[src/rtl/gpio_arb_pkg.sv]
// rtl/gpio_arb_pkg.sv - shared types and constants for the GPIO Wishbone arbiter
package gpio_arb_pkg;

  typedef enum logic [1:0] {
    IDLE = 2'd0,
    GNT0 = 2'd1,
    GNT1 = 2'd2
  } arb_state_e;

  localparam logic [7:0] DEFAULT_TIMEOUT = 8'd255;

  localparam logic MASTER0 = 1'b0;
  localparam logic MASTER1 = 1'b1;

endpackage

[src/rtl/gpio_arb_watchdog.sv]
// rtl/gpio_arb_watchdog.sv - unacknowledged-strobe counter, fires once per TIMEOUT stalled cycles
module gpio_arb_watchdog
  import gpio_arb_pkg::*;
#(
  parameter logic [7:0] TIMEOUT = DEFAULT_TIMEOUT
) (
  input  logic clk_i,
  input  logic rst_i,
  input  logic clr_i,
  input  logic stb_i,
  input  logic ack_i,
  output logic fire_o
);

  logic [7:0] cnt_q, cnt_d;

  assign fire_o = (cnt_q == TIMEOUT);

  // Firing restarts the count so a still-hung slave is terminated again later.
  always_comb begin
    cnt_d = cnt_q;
    if (clr_i || ack_i || fire_o) begin
      cnt_d = 8'd0;
    end else if (stb_i) begin
      cnt_d = cnt_q + 8'd1;
    end
  end

  always_ff @(posedge clk_i) begin
    if (rst_i) begin
      cnt_q <= 8'd0;
    end else begin
      cnt_q <= cnt_d;
    end
  end

endmodule

[src/rtl/gpio_wb_arbiter.sv]
// rtl/gpio_wb_arbiter.sv - two-master round-robin Wishbone arbiter in front of the GPIO slave
// Optional watchdog termination enabled by GPIO_ARB_WATCHDOG_EN.
module gpio_wb_arbiter
  import gpio_arb_pkg::*;
#(
  parameter logic [7:0] TIMEOUT = DEFAULT_TIMEOUT
) (
  input  logic        clk_i,
  input  logic        rst_i,
  input  logic        m0_cyc_i,
  input  logic        m0_stb_i,
  input  logic        m0_we_i,
  input  logic [31:0] m0_adr_i,
  input  logic [3:0]  m0_sel_i,
  input  logic [31:0] m0_dat_i,
  output logic [31:0] m0_dat_o,
  output logic        m0_ack_o,
  output logic        m0_err_o,
  input  logic        m1_cyc_i,
  input  logic        m1_stb_i,
  input  logic        m1_we_i,
  input  logic [31:0] m1_adr_i,
  input  logic [3:0]  m1_sel_i,
  input  logic [31:0] m1_dat_i,
  output logic [31:0] m1_dat_o,
  output logic        m1_ack_o,
  output logic        m1_err_o,
  output logic        s_cyc_o,
  output logic        s_stb_o,
  output logic        s_we_o,
  output logic [31:0] s_adr_o,
  output logic [3:0]  s_sel_o,
  output logic [31:0] s_dat_o,
  input  logic [31:0] s_dat_i,
  input  logic        s_ack_i
);

  arb_state_e state_q, state_d;
  logic       last_q, last_d;
  logic       gnt0, gnt1;
  logic       wd_fire;

  assign gnt0 = (state_q == GNT0);
  assign gnt1 = (state_q == GNT1);

  always_comb begin
    state_d = state_q;
    last_d  = last_q;
    case (state_q)
      IDLE: begin
        if (m0_cyc_i && m1_cyc_i) begin
          state_d = (last_q == MASTER1) ? GNT0 : GNT1;
        end else if (m0_cyc_i) begin
          state_d = GNT0;
        end else if (m1_cyc_i) begin
          state_d = GNT1;
        end
      end
      GNT0: begin
        if (!m0_cyc_i) begin
          last_d  = MASTER0;
          state_d = m1_cyc_i ? GNT1 : IDLE;
        end
      end
      GNT1: begin
        if (!m1_cyc_i) begin
          last_d  = MASTER1;
          state_d = m0_cyc_i ? GNT0 : IDLE;
        end
      end
      default: state_d = IDLE;
    endcase
  end

  always_ff @(posedge clk_i) begin
    if (rst_i) begin
      state_q <= IDLE;
      last_q  <= MASTER1;
    end else begin
      state_q <= state_d;
      last_q  <= last_d;
    end
  end

`ifdef GPIO_ARB_WATCHDOG_EN
  logic wd_hit;

  gpio_arb_watchdog #(
    .TIMEOUT (TIMEOUT)
  ) u_watchdog (
    .clk_i  (clk_i),
    .rst_i  (rst_i),
    .clr_i  (state_d != state_q),
    .stb_i  ((gnt0 & m0_stb_i) | (gnt1 & m1_stb_i)),
    .ack_i  (s_ack_i),
    .fire_o (wd_hit)
  );

  assign wd_fire = wd_hit & (gnt0 | gnt1);
`else
  logic unused_timeout;
  assign unused_timeout = ^TIMEOUT;
  assign wd_fire        = 1'b0;
`endif

  // Master cyc/stb gate the return path so a late slave ack never reaches a released master.
  always_comb begin
    s_cyc_o  = 1'b0;
    s_stb_o  = 1'b0;
    s_we_o   = 1'b0;
    s_adr_o  = 32'd0;
    s_sel_o  = 4'd0;
    s_dat_o  = 32'd0;
    m0_dat_o = 32'd0;
    m0_ack_o = 1'b0;
    m0_err_o = 1'b0;
    m1_dat_o = 32'd0;
    m1_ack_o = 1'b0;
    m1_err_o = 1'b0;
    if (gnt0) begin
      s_cyc_o  = m0_cyc_i;
      s_stb_o  = m0_stb_i & ~wd_fire;
      s_we_o   = m0_we_i;
      s_adr_o  = m0_adr_i;
      s_sel_o  = m0_sel_i;
      s_dat_o  = m0_dat_i;
      m0_dat_o = s_dat_i;
      m0_ack_o = m0_cyc_i & m0_stb_i & s_ack_i;
      m0_err_o = wd_fire;
    end else if (gnt1) begin
      s_cyc_o  = m1_cyc_i;
      s_stb_o  = m1_stb_i & ~wd_fire;
      s_we_o   = m1_we_i;
      s_adr_o  = m1_adr_i;
      s_sel_o  = m1_sel_i;
      s_dat_o  = m1_dat_i;
      m1_dat_o = s_dat_i;
      m1_ack_o = m1_cyc_i & m1_stb_i & s_ack_i;
      m1_err_o = wd_fire;
    end
  end

endmodule
[config.mk]
export PLATFORM = sky130hd
export DESIGN_NAME = gpio_wb_arbiter
export DESIGN_NICKNAME = d
export VERILOG_FILES = /design/src/rtl/gpio_arb_pkg.sv /design/src/rtl/gpio_arb_watchdog.sv /design/src/rtl/gpio_wb_arbiter.sv
export SDC_FILE = /design/constraint.sdc
export NUM_CORES = 1
export LEC_CHECK = 0
export CAP_MARGIN = 40
export CELL_PAD_IN_SITES_DETAIL_PLACEMENT = 1
export CELL_PAD_IN_SITES_GLOBAL_PLACEMENT = 2
export CORE_ASPECT_RATIO = 1.2
export CORE_MARGIN = 10
export CORE_UTILIZATION = 10
export CTS_BUF_LIST = sky130_fd_sc_hd__clkbuf_8
export CTS_CLUSTER_SIZE = 16
export DETAILED_ROUTE_END_ITERATION = 10
export GPL_ROUTABILITY_DRIVEN = 0
export PLACE_DENSITY = 0.95
export SYNTH_ARGS = -nofsm -noshare
export SYNTH_HDL_FRONTEND = slang
export SYNTH_SLANG_ARGS = --single-unit
[constraint.sdc]
create_clock -name clk_i -period 1.3 [get_ports clk_i]
set_clock_uncertainty 0.2 [all_clocks]
set_input_delay 0.13 -clock clk_i [delete_from_list [all_inputs] [get_ports clk_i]]
set_output_delay 0.13 -clock clk_i [all_outputs]
set_load 0.02 [all_outputs]
==> impl_metrics.env <==
export IMPL_fin_ws_ps=-504
export IMPL_internal_power_mw=1.91
export IMPL_min_path_type="register to register"
export IMPL_critPathLaunchType="register"
export IMPL_synth_area_um2=1360
export IMPL_drive_gt1_frac=0.627
export IMPL_synth_seq_area_share=0.0441
export IMPL_detail_route_antenna_nets=0
export IMPL_yosys_top_cells_area="a22o_1, and2_1, buf_6, dfxtp_1, buf_4"
export IMPL_violations="setup timing"
export IMPL_cts_buffers=3
export IMPL_drv_slew=0
export IMPL_grt_max_degree=22
export IMPL_num_io_pins=316
export IMPL_finalCriticalPeriod_ps=1800
export IMPL_overflow=0
export IMPL_wirelength_mm=16.1
export IMPL_synth_distinct_cells=19
export IMPL_cts_sinks=3
export IMPL_cts_htree_levels=1
export IMPL_end_kind="primary output"
export IMPL_max_cap_viol_count=0
export IMPL_clock_latency_ps=220
export IMPL_netlist_instances=179
export IMPL_grt_use_met2=0.298
export IMPL_initial_core_util=0.102
export IMPL_root_buffer="clkbuf_8"
export IMPL_die_x_um=127
export IMPL_yosysWarnings=0
export IMPL_worstPathArrival_ps=1470
export IMPL_r2r_cells=7
export IMPL_worstPathMaxFanout=4
export IMPL_syn_area_per_cell_um2=7.61
export IMPL_p_seq_frac=0.037
export IMPL_core_um2=13300
export IMPL_hold_end="last_q$_SDFFE_PP1P_"
export IMPL_grt_busiest_layer="met2"
export IMPL_finalNetCount=695
export IMPL_total_power_mw=3.02
export IMPL_port_buffers=313
export IMPL_viasPerCell=4.32
export IMPL_cts_hold_buffers=0
export IMPL_fin_crit_sh=1.39
export IMPL_cts_max_path_buffers=2
export IMPL_firstDrtPassIters=3
export IMPL_cp_data_required_time_ps=970
export IMPL_clk_pin_slew_ps=30
export IMPL_wl_per_cell_um=23.5
export IMPL_gr_usage_met1=0.140
export IMPL_grt_use_met3=0.0798
export IMPL_antenna_found_initial=1
export IMPL_fillers=1385
export IMPL_grt_setup_unrepaired="yes"
export IMPL_die_y_um=148
export IMPL_power_density_nw_per_um2=482
export IMPL_yosysTopAreaCell="a22o_1"
export IMPL_rr_startpoint="state_q[0]$_SDFFE_PP0P_"
export IMPL_drt_iter0_drc=30
export IMPL_hold_depth=2
export IMPL_p_sw_frac=0.368
export IMPL_combPwrFrac=0.874
export IMPL_hpwl_mm=12.6
export IMPL_areaGrowthSynthToFinish_pct=360
export IMPL_synth_seq_cells=3
export IMPL_worst_ir_drop_vdd_mv=0.242
export IMPL_setup_tns_ps=-60080
export IMPL_r2r_end="state_q[0]$_SDFFE_PP0P_"
export IMPL_grt_pass1_wl_mm=22.5
export IMPL_holdCritStartpoint="last_q$_SDFFE_PP1P_"
export IMPL_drc=0
export IMPL_num_rows=46
export IMPL_die_area_um2=18700
export IMPL_first_global_vias=3537
export IMPL_setup_viol=139
export IMPL_yosysTopAreaCellShare=0.457
export IMPL_total_leakage_power_nw=2.87
export IMPL_clock_power_share=0.089
export IMPL_cts_tree="built"
export IMPL_fmax_mhz=554
export IMPL_p_switching_mw=1.11
export IMPL_crit_type="register to primary output"
export IMPL_grt_usage=0.154
export IMPL_r2r_slack_ps=-140
export IMPL_hold_viol=0
export IMPL_vias=2957
export IMPL_run_status="finished, violations left"
export IMPL_num_antenna_cells=0
[synth_stat cells, drive strengths merged]
cell type	n
clkbuf	3
a21oi	1
and2b	1
inv	1
and3b	2
nor2b	1
a22o	71
o22ai	2
buf	21
and4	2
dfxtp	3
conb	1
and2	64
nor2	4
o21ai	1
nor3	1
[worst max-delay path: stages, from the launching register on]
cell and delay [ps]:
dfxtp_2 320, buf_4 130, buf_6 100, buf_6 110
and2b_2 250, and4_4 230, buf_6 120
[placed cells by master, fill, tap and decap left out, types with 4 or more instances in the layout]
cell type	synthesis	routed
buf_4	6	8
and2_4	0	46
buf_6	7	143
and2_2	0	18
buf_12	0	11
a22o_4	0	63
clkbuf_16	0	4
clkdlybuf4s50_1	0	176
buf_16	0	9
a22o_1	71	8
buf_8	0	5
[power by group through the flow]
stage          logic, mW  clock network, mW  registers [mW]
5_1_grt             2.77              0.275           0.114
3_5_place_dp        2.19                  0           0.113
2_1_floorplan      0.976                  0           0.112
3_3_place_gp        2.15                  0           0.111
6_report            2.64              0.268           0.113
4_1_cts             2.56              0.272           0.109
[worst max-delay path by stage]
stage | from | end | slack, ps | cells after the start
finish | state_q[0]$_SDFFE_PP0P_ | m1_ack_o | -500 | 6
detailed placement | state_q[0]$_SDFFE_PP0P_ | s_dat_o[28] | -720 | 4
floorplan | state_q[0]$_SDFFE_PP0P_ | s_adr_o[0] | -90 | 4
global placement | state_q[0]$_SDFFE_PP0P_ | m1_dat_o[20] | -700 | 4
global route | state_q[0]$_SDFFE_PP0P_ | m1_ack_o | -540 | 6
CTS | state_q[0]$_SDFFE_PP0P_ | s_dat_o[28] | -510 | 7
[cells by family after synthesis]
family                 after synthesis  synth area share
other                                1           0.00275
and+or+nand+nor                     75             0.348
buffers and inverters               25             0.131
DFF                                  3            0.0441
AOI/OAI and AO/OA                   75             0.473
[layout make-up]
type / count / area, µm² / share of cell area
flip-flops and latches: 3 / 65.1 / 0.0104
well taps: 168 / 210 / 0.0335
repair buffers: 356 / 4080 / 0.650
multi-input cells: 153 / 1870 / 0.298
inverters: 1 / 3.75 / 0.000599
clock buffers: 3 / 41.3 / 0.00659
clock inverters: 1 / 3.75 / 0.000599
[flip-flops by register name, indices dropped and copies added (netlist names)]
| signal | count |
|---|---|
| state_q | 2 |
| last_q | 1 |
[routing by layer]
metal  part of all wire  up-vias
met4             0.0065        2
li1                   -     1356
met3               0.12        8
met2               0.55      191
met1               0.33     1400
met5            0.00043        -
[through the flow]
step | std cells | util | instance area [µm²] | setup WS [ps] | hold WS [ps]
CTS | 680 | 0.451 | 6000 | -510 | 329
detailed placement | 649 | 0.402 | 5350 | -721 | 322
global route | 685 | 0.471 | 6270 | -538 | 426
finish | 685 | 0.471 | 6270 | -504 | 417
global placement | 649 | 0.402 | 5350 | -700 | 293
floorplan | 180 | - | 2030 | -94.0 | 82.6
[what timing repair did]
item | CTS | global route
gates cloned | 12 | 4
endpoints found under the setup margin | 137 | 140
resized for setup | 792 | 79
buffers inserted | 16 | 4
pin swaps | 13 | 40
(Power assumes the default switching activity.)
